<file path="config.mk">
export PLATFORM = sky130hd
export DESIGN_NAME = cmd_sequencer
export DESIGN_NICKNAME = d
export VERILOG_FILES = /design/src/rtl/cmd_pkg.sv /design/src/rtl/cmd_onehot_enc.sv /design/src/rtl/cmd_sequencer.sv
export SDC_FILE = /design/constraint.sdc
export NUM_CORES = 1
export LEC_CHECK = 0
export BUFFER_PORTS_ARGS = -buffer_cell sky130_fd_sc_hd__clkbuf_2
export CORE_AREA = 8 8 95 97
export CTS_BUF_LIST = sky130_fd_sc_hd__clkbuf_8
export DETAILED_ROUTE_END_ITERATION = 7
export DIE_AREA = 0 0 103 105
export PLACE_DENSITY = 0.73
export REMOVE_ABC_BUFFERS = 1
export SYNTH_ARGS = -nofsm -noshare
export SYNTH_HDL_FRONTEND = slang
export SYNTH_HIERARCHICAL = 1
export SYNTH_SLANG_ARGS = --single-unit
export TNS_END_PERCENT = 100
</file>
<file path="constraint.sdc">
create_clock -name clk -period 19.8 [get_ports clk]
set_input_delay 3.96 -clock clk [delete_from_list [all_inputs] [get_ports clk]]
set_output_delay 3.96 -clock clk [all_outputs]
set_load 0.01 [all_outputs]
</file>
<file path="src/rtl/cmd_pkg.sv">
// =============================================================================
// Module      : cmd_pkg
// Description : Shared command indices, sequencer state encoding and CRC
//               coverage masks for the command sequencer.
// Revision    : 1.0 - initial release
// =============================================================================
`default_nettype none

package cmd_pkg;

    localparam int unsigned CMD_NCMD = 13;

    localparam logic [3:0] CMD_QUERYREP   = 4'd0;
    localparam logic [3:0] CMD_ACK        = 4'd1;
    localparam logic [3:0] CMD_QUERY      = 4'd2;
    localparam logic [3:0] CMD_QUERYADJ   = 4'd3;
    localparam logic [3:0] CMD_SELECT     = 4'd4;
    localparam logic [3:0] CMD_NAK        = 4'd5;
    localparam logic [3:0] CMD_REQ_RN     = 4'd6;
    localparam logic [3:0] CMD_READ       = 4'd7;
    localparam logic [3:0] CMD_WRITE      = 4'd8;
    localparam logic [3:0] CMD_KILL       = 4'd9;
    localparam logic [3:0] CMD_LOCK       = 4'd10;
    localparam logic [3:0] CMD_SENSOR_RD1 = 4'd11;
    localparam logic [3:0] CMD_SENSOR_RD2 = 4'd12;
    localparam logic [3:0] CMD_NONE       = 4'hF;

    // Commands whose packets are only trusted when the matching CRC passed
    localparam logic [CMD_NCMD-1:0] CRC5_MASK  = 13'h0004;
    localparam logic [CMD_NCMD-1:0] CRC16_MASK = 13'h09D0;

    typedef enum logic [2:0] {
        ST_RECOVER   = 3'd0,
        ST_IDLE      = 3'd1,
        ST_RECV      = 3'd2,
        ST_CHECK     = 3'd3,
        ST_DISPATCH  = 3'd4,
        ST_WAIT_DONE = 3'd5
    } state_t;

    function automatic logic [7:0] sat_inc8(input logic [7:0] v);
        return (v == 8'hFF) ? v : v + 8'd1;
    endfunction

endpackage

`default_nettype wire

</file>
<file path="src/rtl/cmd_onehot_enc.sv">
// =============================================================================
// Module      : cmd_onehot_enc
// Description : Combinational one-hot to index encoder; o_valid only when
//               exactly one input bit is set, otherwise index is CMD_NONE.
// Revision    : 1.0 - initial release
// =============================================================================
`default_nettype none

module cmd_onehot_enc
    import cmd_pkg::*;
#(
    parameter int unsigned NCMD = 13
) (
    input  logic [NCMD-1:0] i_cmd,
    output logic [3:0]      o_idx,
    output logic            o_valid
);

    logic [1:0] w_hits;
    logic [3:0] w_idx;

    // Hit count saturates at 2: only "none", "one" and "many" matter
    always_comb begin
        w_hits = 2'd0;
        w_idx  = CMD_NONE;
        for (int i = 0; i < NCMD; i++) begin
            if (i_cmd[i]) begin
                if (w_hits != 2'd2) begin
                    w_hits = w_hits + 2'd1;
                end
                w_idx = 4'(i);
            end
        end
    end

    assign o_valid = (w_hits == 2'd1);
    assign o_idx   = o_valid ? w_idx : CMD_NONE;

endmodule

`default_nettype wire

</file>
<file path="src/rtl/cmd_sequencer.sv">
// =============================================================================
// Module      : cmd_sequencer
// Description : Parser reset / packet validation / handler dispatch sequencer.
//               Optional drop-cause statistics under `CMD_SEQ_STATS_EN.
// Revision    : 1.0 - initial release
// =============================================================================
`default_nettype none

module cmd_sequencer
    import cmd_pkg::*;
#(
    parameter int unsigned RX_TIMEOUT      = 4095,
    parameter int unsigned HANDLER_TIMEOUT = 1023,
    parameter int unsigned RST_CYCLES      = 4,
    parameter int unsigned NCMD            = 13
) (
    input  logic            clk,
    input  logic            reset,
    input  logic [NCMD-1:0] cmd_out,
    input  logic            cmd_complete,
    input  logic            packet_complete,
    input  logic            crc5invalid,
    input  logic            crc16invalid,
    input  logic            handler_done,
    output logic            parser_reset,
    output logic            handler_start,
    output logic [3:0]      cmd_id,
    output logic            busy,
    output logic            drop
`ifdef CMD_SEQ_STATS_EN
    ,
    output logic [7:0]      crc_err_cnt,
    output logic [7:0]      rx_to_cnt,
    output logic [7:0]      hdl_to_cnt,
    output logic [7:0]      bad_cmd_cnt
`endif
);

    localparam int unsigned C_RX_W = $clog2(RX_TIMEOUT + 1);
    localparam int unsigned C_HT_W = $clog2(HANDLER_TIMEOUT + 1);
    localparam int unsigned C_RC_W = $clog2(RST_CYCLES + 1);

    state_t            r_state, w_state_nxt;
    logic [C_RC_W-1:0] r_rst_cnt, w_rst_cnt_nxt;
    logic [C_RX_W-1:0] r_rx_wd, w_rx_wd_nxt;
    logic [C_HT_W-1:0] r_hdl_tmr, w_hdl_tmr_nxt;
    logic              r_parser_reset, w_parser_reset_nxt;
    logic              r_handler_start, w_handler_start_nxt;
    logic              r_busy, w_busy_nxt;
    logic              r_drop, w_drop_nxt;
    logic [3:0]        r_cmd_id, w_cmd_id_nxt;

    logic [3:0]        w_enc_idx;
    logic              w_enc_valid;
    logic              w_crc_fail;
    logic              w_rx_expire;
    logic              w_hdl_expire;

    cmd_onehot_enc #(
        .NCMD    (NCMD)
    ) u_enc (
        .i_cmd   (cmd_out),
        .o_idx   (w_enc_idx),
        .o_valid (w_enc_valid)
    );

    assign w_crc_fail = (crc5invalid  && (|(cmd_out & NCMD'(CRC5_MASK))))
                     || (crc16invalid && (|(cmd_out & NCMD'(CRC16_MASK))));

    // Expiry is judged on the count including the current cycle
    assign w_rx_expire  = (32'(r_rx_wd)   + 32'd1) >= RX_TIMEOUT;
    assign w_hdl_expire = (32'(r_hdl_tmr) + 32'd1) >= HANDLER_TIMEOUT;

    always_ff @(posedge clk) begin
        if (reset) begin
            r_state         <= ST_RECOVER;
            r_rst_cnt       <= C_RC_W'(RST_CYCLES);
            r_rx_wd         <= '0;
            r_hdl_tmr       <= '0;
            r_parser_reset  <= 1'b1;
            r_handler_start <= 1'b0;
            r_busy          <= 1'b0;
            r_drop          <= 1'b0;
            r_cmd_id        <= CMD_NONE;
        end else begin
            r_state         <= w_state_nxt;
            r_rst_cnt       <= w_rst_cnt_nxt;
            r_rx_wd         <= w_rx_wd_nxt;
            r_hdl_tmr       <= w_hdl_tmr_nxt;
            r_parser_reset  <= w_parser_reset_nxt;
            r_handler_start <= w_handler_start_nxt;
            r_busy          <= w_busy_nxt;
            r_drop          <= w_drop_nxt;
            r_cmd_id        <= w_cmd_id_nxt;
        end
    end

    always_comb begin
        w_state_nxt         = r_state;
        w_rst_cnt_nxt       = r_rst_cnt;
        w_rx_wd_nxt         = r_rx_wd;
        w_hdl_tmr_nxt       = r_hdl_tmr;
        w_parser_reset_nxt  = r_parser_reset;
        w_handler_start_nxt = 1'b0;
        w_busy_nxt          = r_busy;
        w_drop_nxt          = 1'b0;
        w_cmd_id_nxt        = r_cmd_id;

        case (r_state)
            ST_RECOVER: begin
                w_parser_reset_nxt = 1'b1;
                if (r_rst_cnt <= C_RC_W'(1)) begin
                    w_state_nxt        = ST_IDLE;
                    w_parser_reset_nxt = 1'b0;
                    w_rst_cnt_nxt      = '0;
                end else begin
                    w_rst_cnt_nxt = r_rst_cnt - C_RC_W'(1);
                end
            end

            ST_IDLE: begin
                if (cmd_complete) begin
                    w_rx_wd_nxt = '0;
                    w_state_nxt = packet_complete ? ST_CHECK : ST_RECV;
                end
            end

            ST_RECV: begin
                if (packet_complete) begin
                    w_state_nxt = ST_CHECK;
                end else if (w_rx_expire) begin
                    w_drop_nxt         = 1'b1;
                    w_state_nxt        = ST_RECOVER;
                    w_rst_cnt_nxt      = C_RC_W'(RST_CYCLES);
                    w_parser_reset_nxt = 1'b1;
                end else if (r_rx_wd != '1) begin
                    w_rx_wd_nxt = r_rx_wd + C_RX_W'(1);
                end
            end

            ST_CHECK: begin
                if (!w_enc_valid || w_crc_fail) begin
                    w_drop_nxt         = 1'b1;
                    w_state_nxt        = ST_RECOVER;
                    w_rst_cnt_nxt      = C_RC_W'(RST_CYCLES);
                    w_parser_reset_nxt = 1'b1;
                end else begin
                    w_cmd_id_nxt        = w_enc_idx;
                    w_handler_start_nxt = 1'b1;
                    w_busy_nxt          = 1'b1;
                    w_state_nxt         = ST_DISPATCH;
                end
            end

            ST_DISPATCH: begin
                w_hdl_tmr_nxt = '0;
                w_state_nxt   = ST_WAIT_DONE;
            end

            ST_WAIT_DONE: begin
                // A done arriving in the expiry cycle still counts as on time
                if (handler_done || w_hdl_expire) begin
                    w_drop_nxt         = !handler_done;
                    w_busy_nxt         = 1'b0;
                    w_cmd_id_nxt       = CMD_NONE;
                    w_state_nxt        = ST_RECOVER;
                    w_rst_cnt_nxt      = C_RC_W'(RST_CYCLES);
                    w_parser_reset_nxt = 1'b1;
                end else if (r_hdl_tmr != '1) begin
                    w_hdl_tmr_nxt = r_hdl_tmr + C_HT_W'(1);
                end
            end

            default: begin
                w_state_nxt        = ST_RECOVER;
                w_rst_cnt_nxt      = C_RC_W'(RST_CYCLES);
                w_parser_reset_nxt = 1'b1;
                w_busy_nxt         = 1'b0;
                w_cmd_id_nxt       = CMD_NONE;
            end
        endcase
    end

    assign parser_reset  = r_parser_reset;
    assign handler_start = r_handler_start;
    assign cmd_id        = r_cmd_id;
    assign busy          = r_busy;
    assign drop          = r_drop;

`ifdef CMD_SEQ_STATS_EN
    logic [7:0] r_crc_err_cnt;
    logic [7:0] r_rx_to_cnt;
    logic [7:0] r_hdl_to_cnt;
    logic [7:0] r_bad_cmd_cnt;

    logic w_ev_bad, w_ev_crc, w_ev_rx_to, w_ev_hdl_to;

    assign w_ev_bad    = (r_state == ST_CHECK) && !w_enc_valid;
    assign w_ev_crc    = (r_state == ST_CHECK) && w_enc_valid && w_crc_fail;
    assign w_ev_rx_to  = (r_state == ST_RECV) && !packet_complete && w_rx_expire;
    assign w_ev_hdl_to = (r_state == ST_WAIT_DONE) && !handler_done && w_hdl_expire;

    always_ff @(posedge clk) begin
        if (reset) begin
            r_crc_err_cnt <= 8'd0;
            r_rx_to_cnt   <= 8'd0;
            r_hdl_to_cnt  <= 8'd0;
            r_bad_cmd_cnt <= 8'd0;
        end else begin
            if (w_ev_crc)    r_crc_err_cnt <= sat_inc8(r_crc_err_cnt);
            if (w_ev_rx_to)  r_rx_to_cnt   <= sat_inc8(r_rx_to_cnt);
            if (w_ev_hdl_to) r_hdl_to_cnt  <= sat_inc8(r_hdl_to_cnt);
            if (w_ev_bad)    r_bad_cmd_cnt <= sat_inc8(r_bad_cmd_cnt);
        end
    end

    assign crc_err_cnt = r_crc_err_cnt;
    assign rx_to_cnt   = r_rx_to_cnt;
    assign hdl_to_cnt  = r_hdl_to_cnt;
    assign bad_cmd_cnt = r_bad_cmd_cnt;
`endif

endmodule

`default_nettype wire

</file>
==> flow_summary.ini, run 1 <==
[global_routing]
grt_pass1_wl_mm = 16.2
grt_pass1_vias = 3626
antenna_found_initial = 0
grt_overflow = 0
grt_start_max_net_pins = 32
grt_usage_pct = 17.7

[setup_path]
critPathLaunchType = primary input
end_kind = flop
path_max_fanout = 7
crit_required_ns = 19.98
critPathArrivalTime_ns = 9.97
crit_type = primary input to flop

[clocking]
cts-resized-gates = 0
path_clk_slew_ns = 0.08
tritoncts = built
cts.htree.levels = 2
postCtsSetupRepairBufs = 0
postCtsHoldBufs = 0
cts-root-buf = clkbuf_8
clk_latency_ns = 0.30
cts_made_buffers = 5
cts_num_sinks = 36
clock_path_buffers = 2

[synthesis]
synth-seq-cells = 36
netlist_top_cells_area = dfxtp_1 18%, nand2_1 4.9%, nor2_1 4.3%
synth.most_common_cell = nand2_1
synth_top_cell_by_area = dfxtp_1
seq_area_frac_synth_pct = 18.4
avgSynthCellArea_sq_um = 7.46
synthFlopType = dfxtp_1
async_flop_share_pct = 0
synth_edf_count = 0
synthTopCellsByCount = 51 x nand2_1, 45 x nor2_1, 36 x dfxtp_1, 26 x a21oi_1, 24 x nand3_1
synth_cell_types = 83
syn_area_sq_um = 3910
synth_cells = 524
synth_top_cell_area_share_pct = 18.4
yosys_warnings = 6

[drt]
routed_wl_mm = 9.42
drc_errors = 0
vias = 3991
dr.pass1.iters = 7
viasPerCell = 6.32
drtIter0Drc = 159
wl_per_cell_um = 14.9
antenna_left = 0

[placed_design]
globalplace.congestion = 0.922
dp_hpwl_mm = 7.11
dp.cells = 623
portBuffers = 27
dp_slack_ns = 9.81

[timing]
fin_skew_ns = 0.00956
hold_viol = 0
worstMarginPinSlew_ns = 0.608
period_share_pct = 49.5
drv_slew = 0
finalCriticalPeriod_ns = 9.80
max-slew-margin-rel_pct = 59.5
finalWorstSetupSlack_ns = 10.00
max_freq_mhz = 102
finalSetupViolCount = 0
rsz0062_at_grt = no
setup_tns_ns = 0

[floorplan]
die_w_um = 103
rows = 32
io-pin-count = 28
core_area_sq_um = 7530
die_h_um = 105
start_util_pct = 52.0
dieArea_sq_um = 10800

[flow_run]
cap_violations = 0

[layout]
syn2layout_area_growth_pct = 6.01
n_antenna_cell = 0
final_util_pct = 55.1
nNetsFinal = 560
drive_gt1_share_pct = 13.4
finalNonFillerCells = 631
multi_input_area_sq_um = 2970
seqCellArea_sq_um = 721
fillers = 744

[outcome]
status = finished clean

[pwr]
finalPower_uw = 275
leakage_uw = 0.00153
irDropWorstVdd_mv = 0.0324
p_per_area_nw_per_um2 = 66.3

[hold_path]
hp-class = flop to flop
-- kinds of logic after synthesis --
group | Yosys count | share of synthesized area (%)
mux | 11 | 2.98
simple gates | 235 | 31.9
flops | 36 | 18.4
buf+inv | 51 | 5.57
compound gates | 170 | 34.9
fa+ha+maj | 12 | 3.84
xor+xnor | 9 | 2.37
-- layout make-up --
cell class | instances | share of cell area, %
clock inverter | 3 | 1.03
sequential | 36 | 17.4
inverter | 21 | 1.90
clock buffer | 5 | 1.66
timing repair buffer | 27 | 3.26
tap | 102 | 3.08
multi-input combinational | 437 | 71.7
-- registers in the layout, indices dropped and copies added (netlist names) --
register	flops
r_rx_wd	12
drop	1
busy	1
handler_start	1
cmd_id	4
r_hdl_tmr	10
r_state	3
r_rst_cnt	3
parser_reset	1
-- where the power goes --
group,internal (uW),switching [uW]
clock network,37.3,28.2
logic,50.8,73.2
registers,77.2,8.21
total,165,110
-- layer usage --
layer | track usage (%) | routed length (um) | vias up
met5 | 0 | 0 | -
met4 | 4.86 | 104 | 0
met3 | 2.92 | 550 | 11
met2 | 29.8 | 4540 | 125
met1 | 22.4 | 4230 | 1847
li1 | - | - | 2008
-- critical path, stage by stage --
cell and delay (ns):
clkbuf_2 0.12, inv_1 0.06, ha_1 0.39, or4b_1 0.69, o21ai_1 0.21, o211ai_1 0.28
and3b_1 0.28, mux2_2 0.28, nor3_1 0.35, a311oi_1 0.15, o211a_1 0.15, or2_4 0.26
o311a_4 0.32, a211o_1 0.27, o211ai_1 0.33, nand2_1 0.10, ha_1 0.31, nor2_1 0.19
a31o_1 0.15, nand2_1 0.05, and4b_1 0.31, nor2_1 0.07, a21oi_1 0.12, o21a_1 0.15
a211oi_2 0.06, a221o_1 0.34
-- placed cells by master (no fill, tap or decap), types with 7 or more instances in the layout --
master,count
a211o_1,7
a21o_1,7
a21oi_1,26
a31oi_1,11
and2_1,7
clkbuf_2,27
dfxtp_1,36
ha_1,12
inv_1,21
nand2_1,51
nand2b_1,15
nand3_1,24
nand4_1,10
nor2_1,45
nor2b_1,8
nor3_1,21
o211ai_1,15
o21ai_0,17
o32ai_1,9
or3_1,8
xnor2_1,8
-- worst paths after layout --
| kind | from | depth (start not counted) | end | slack (ns) |
|---|---|---|---|---|
| hold reg to reg | cmd_id[1] | 1 | cmd_id[1] | 0.49 |
| setup / recovery | cmd_out[0] | 26 | r_rst_cnt[2] | 10.00 |
| setup reg to reg | r_rx_wd[0] | 9 | r_rx_wd[2] | 17.15 |
| hold / removal | cmd_id[1] | 1 | cmd_id[1] | 0.49 |
-- per-stage QoR --
stage               cell area, sq um  hold WS, ns
finish                          4150        0.486
global placement                4040        0.459
detailed placement              4040        0.471
global route                    4150        0.513
CTS                             4150        0.486
floorplan                       3770        0.461
Note: power is estimated with default switching activity, not from simulation.
==> run 2, diff against run 1 <==
--- a/config.mk
+++ b/config.mk
@@ -5,12 +5,13 @@
 export SDC_FILE = /design/constraint.sdc
 export NUM_CORES = 1
 export LEC_CHECK = 0
+export ABC_AREA = 1
 export BUFFER_PORTS_ARGS = -buffer_cell sky130_fd_sc_hd__clkbuf_2
-export CORE_AREA = 8 8 95 97
+export CORE_AREA = 8 8 92 94
 export CTS_BUF_LIST = sky130_fd_sc_hd__clkbuf_8
 export DETAILED_ROUTE_END_ITERATION = 7
-export DIE_AREA = 0 0 103 105
-export PLACE_DENSITY = 0.73
+export DIE_AREA = 0 0 100 102
+export PLACE_DENSITY = 0.74
 export REMOVE_ABC_BUFFERS = 1
 export SYNTH_ARGS = -nofsm -noshare
 export SYNTH_HDL_FRONTEND = slang
==> constraint.sdc (replaced) <==
create_clock -name clk -period 10.2 [get_ports clk]
set_input_delay 2.04 -clock clk [delete_from_list [all_inputs] [get_ports clk]]
set_output_delay 2.04 -clock clk [all_outputs]
set_load 0.01 [all_outputs]
==> run 2 against run 1 <==
Net effect:
- cell count is 18% higher
- wire length down 10%
- core utilization is 1.6 points higher
- global-route usage fell by 0.38 points
- flip-flop and latch count is the same
- final area decreased by 3.4%
- largest cell class unchanged
- non-clock buffer count unchanged
- power grew 100%
- clock power grew 90%
- combinational power rose by 110%
- hold slack got worse by 0.0036 ns
==> flow_summary.ini, run 2 <==
[layout]
layout_common_cells = 186 x nand2_1, 68 x nand3_1, 65 x inv_1, 61 x nor2_1, 42 x nand2_2
final_common_cell = nand2_1
fin_area_sq_um = 4010
largest-register = r_rx_wd
largest_register_ffs = 12
syn2layout_area_growth_pct = 8.03
n_antenna_cell = 0
drive_gt1_share_pct = 23.1
nNetsFinal = 677

[pwr]
finalPower_uw = 554
seqPwrFrac_pct = 29.6
p_per_area_nw_per_um2 = 138
intPower_uw = 315
power.share.clock_pct = 22.4
switching_share_pct = 43.1
irDropWorstVdd_mv = 0.0719
switching_power_uw = 238
leakage_uw = 0.00186
p_comb_share_pct = 48.0

[hold_path]
hp-class = flop to flop

[placed_design]
dp_hpwl_mm = 6.79
portBuffers = 27
globalplace.congestion = 0.867
place_area_sq_um = 3900

[timing]
finalSetupViolCount = 0
period_share_pct = 60.5
drv_slew = 0
max_freq_mhz = 162
finalCriticalPeriod_ns = 6.17
setup_tns_ns = 0
hold_viol = 0
rsz0062_at_grt = no
worstMarginPinSlew_ns = 0.602
fin_skew_ns = 0.00554
max-slew-margin-rel_pct = 59.9

[drt]
dr.max_layer_used = met4
antenna_left = 0
viasPerCell = 5.11
met3_length_um = 346
vias = 3806
dr.pass1.iters = 5
wl_per_cell_um = 11.4
drc_errors = 0
routed_wl_mm = 8.48
m1WireLength_mm = 4.09
drtIter0Drc = 216
route.met2.wl_mm = 3.92

[setup_path]
path_common_cell = nand2_1
end_kind = flop
path_max_fanout = 8
max_stage_delay_ns = 0.32
critPathArrivalTime_ns = 6.32
critPathLaunchType = primary input
slowest_stage = ha_1
crit_type = primary input to flop
crit_required_ns = 10.36

[synthesis]
synthAdderAreaFrac_pct = 4.05
async_flop_share_pct = 0
synthTopCellsByCount = 186 x nand2_1, 68 x nand3_1, 64 x inv_1, 61 x nor2_1, 42 x nand2_2
synth_top_cell_by_area = dfxtp_1
synth_compound_area_share_pct = 11.1
synthFlopType = dfxtp_1
synth-seq-cells = 36
syn_area_sq_um = 3710
synth_top_cell_area_share_pct = 19.4
synth_cells = 621
synth_cell_types = 37
yosys_warnings = 6
avgSynthCellArea_sq_um = 5.97
synth_edf_count = 0
synth_top_family_by_area = simple AND/OR/NAND/NOR gates
synth_xor_area_share_pct = 0.472
netlist_top_cells_area = dfxtp_1 19%, nand2_1 19%, nand3_1 9.2%
synth.most_common_cell = nand2_1
synthSimpleGateAreaFrac_pct = 54.7
synthMuxAreaShare_pct = 0
seq_area_frac_synth_pct = 19.4

[clocking]
cts-resized-gates = 0
cts-root-buf = clkbuf_8
cts.htree.levels = 2
path_clk_slew_ns = 0.07
postCtsHoldBufs = 0
postCtsSetupRepairBufs = 0
clock_path_buffers = 2
cts_num_sinks = 36
cts_made_buffers = 5
clk_latency_ns = 0.30
tritoncts = built

[floorplan]
die_h_um = 102
io-pin-count = 28
core_area_sq_um = 7060
rows = 31
dieArea_sq_um = 10200
start_util_pct = 52.5
die_w_um = 100

[global_routing]
antenna_found_initial = 0
grt_pass1_wl_mm = 14.9
grt_start_max_net_pins = 23
grt_usage_pct = 17.3
grt_pass1_vias = 3492
grt_overflow = 0

[flow_run]
cap_violations = 0

[outcome]
status = finished clean
==> run 2: changes by cell type after synthesis, sizes merged, moves of 9 or more <==
cell,delta
nand2b,-15
a21oi,+9
nor2,+32
inv,+60
nand3,+55
o32ai,-11
nor3,-18
nand2,+183
clkbuf,-18
o211ai,-21
a31oi,-9
==> run 2: worst max-delay path, delay by kind of cell <==
kind / cells / cell delay [ns]
fa+ha+maj: 2 / 0.60
simple gates: 34 / 2.89
buf+inv: 5 / 0.45
compound gates: 2 / 0.33
==> run 2: routing by layer <==
metal | GRT usage (%) | vias to the layer above
met4 | 5.70 | 0
met1 | 21.8 | 1692
met2 | 29.1 | 69
li1 | - | 2032
met5 | 0 | -
met3 | 3.13 | 13
==> run 2: through the flow <==
| step | util (%) | setup WS [ns] | cells | hold slack (ns) |
|---|---|---|---|---|
| finish | 56.7 | 4.03 | 745 | 0.482 |
| global route | 56.7 | 3.45 | 745 | 0.494 |
| CTS | 56.7 | 4.02 | 745 | 0.479 |
| detailed placement | 55.2 | 3.71 | 737 | 0.469 |
| global placement | 55.2 | 3.91 | 737 | 0.467 |
| floorplan | - | 4.40 | 611 | 0.435 |
==> run 2: logic make-up (layout without fill, tap and decap cells) <==
family | Yosys count | in the layout
compound gates | 64 | 64
simple gates | 416 | 416
flops | 36 | 36
buf+inv | 91 | 116
fa+ha+maj | 12 | 12
xor+xnor | 2 | 2
==> run 2: cell type report <==
type / instances / area, sq um
timing repair buffer: 27 / 135
clock inverter: 3 / 38.8
tap: 99 / 124
inverter: 81 / 312
fill: 735 / 3050
sequential: 36 / 721
multi-input combinational: 494 / 2610
clock buffer: 5 / 68.8
==> run 2: worst paths after layout <==
kind / from / cells past startpoint / slack [ns] / to
max: cmd_out[0] / 43 / 4.03 / parser_reset
min: r_rst_cnt[1] / 2 / 0.48 / r_rst_cnt[1]
max reg2reg: r_hdl_tmr[0] / 12 / 8.06 / parser_reset
min reg2reg: r_rst_cnt[1] / 2 / 0.48 / r_rst_cnt[1]
==> run 2: power groups by stage <==
| stage | clock network (uW) | logic, uW | registers (uW) |
|---|---|---|---|
| 6_report | 124 | 266 | 164 |
| 5_1_grt | 134 | 301 | 165 |
| 4_1_cts | 127 | 266 | 164 |
| 3_5_place_dp | 0 | 265 | 167 |
| 3_3_place_gp | 0 | 256 | 166 |
| 2_1_floorplan | 0 | 210 | 165 |
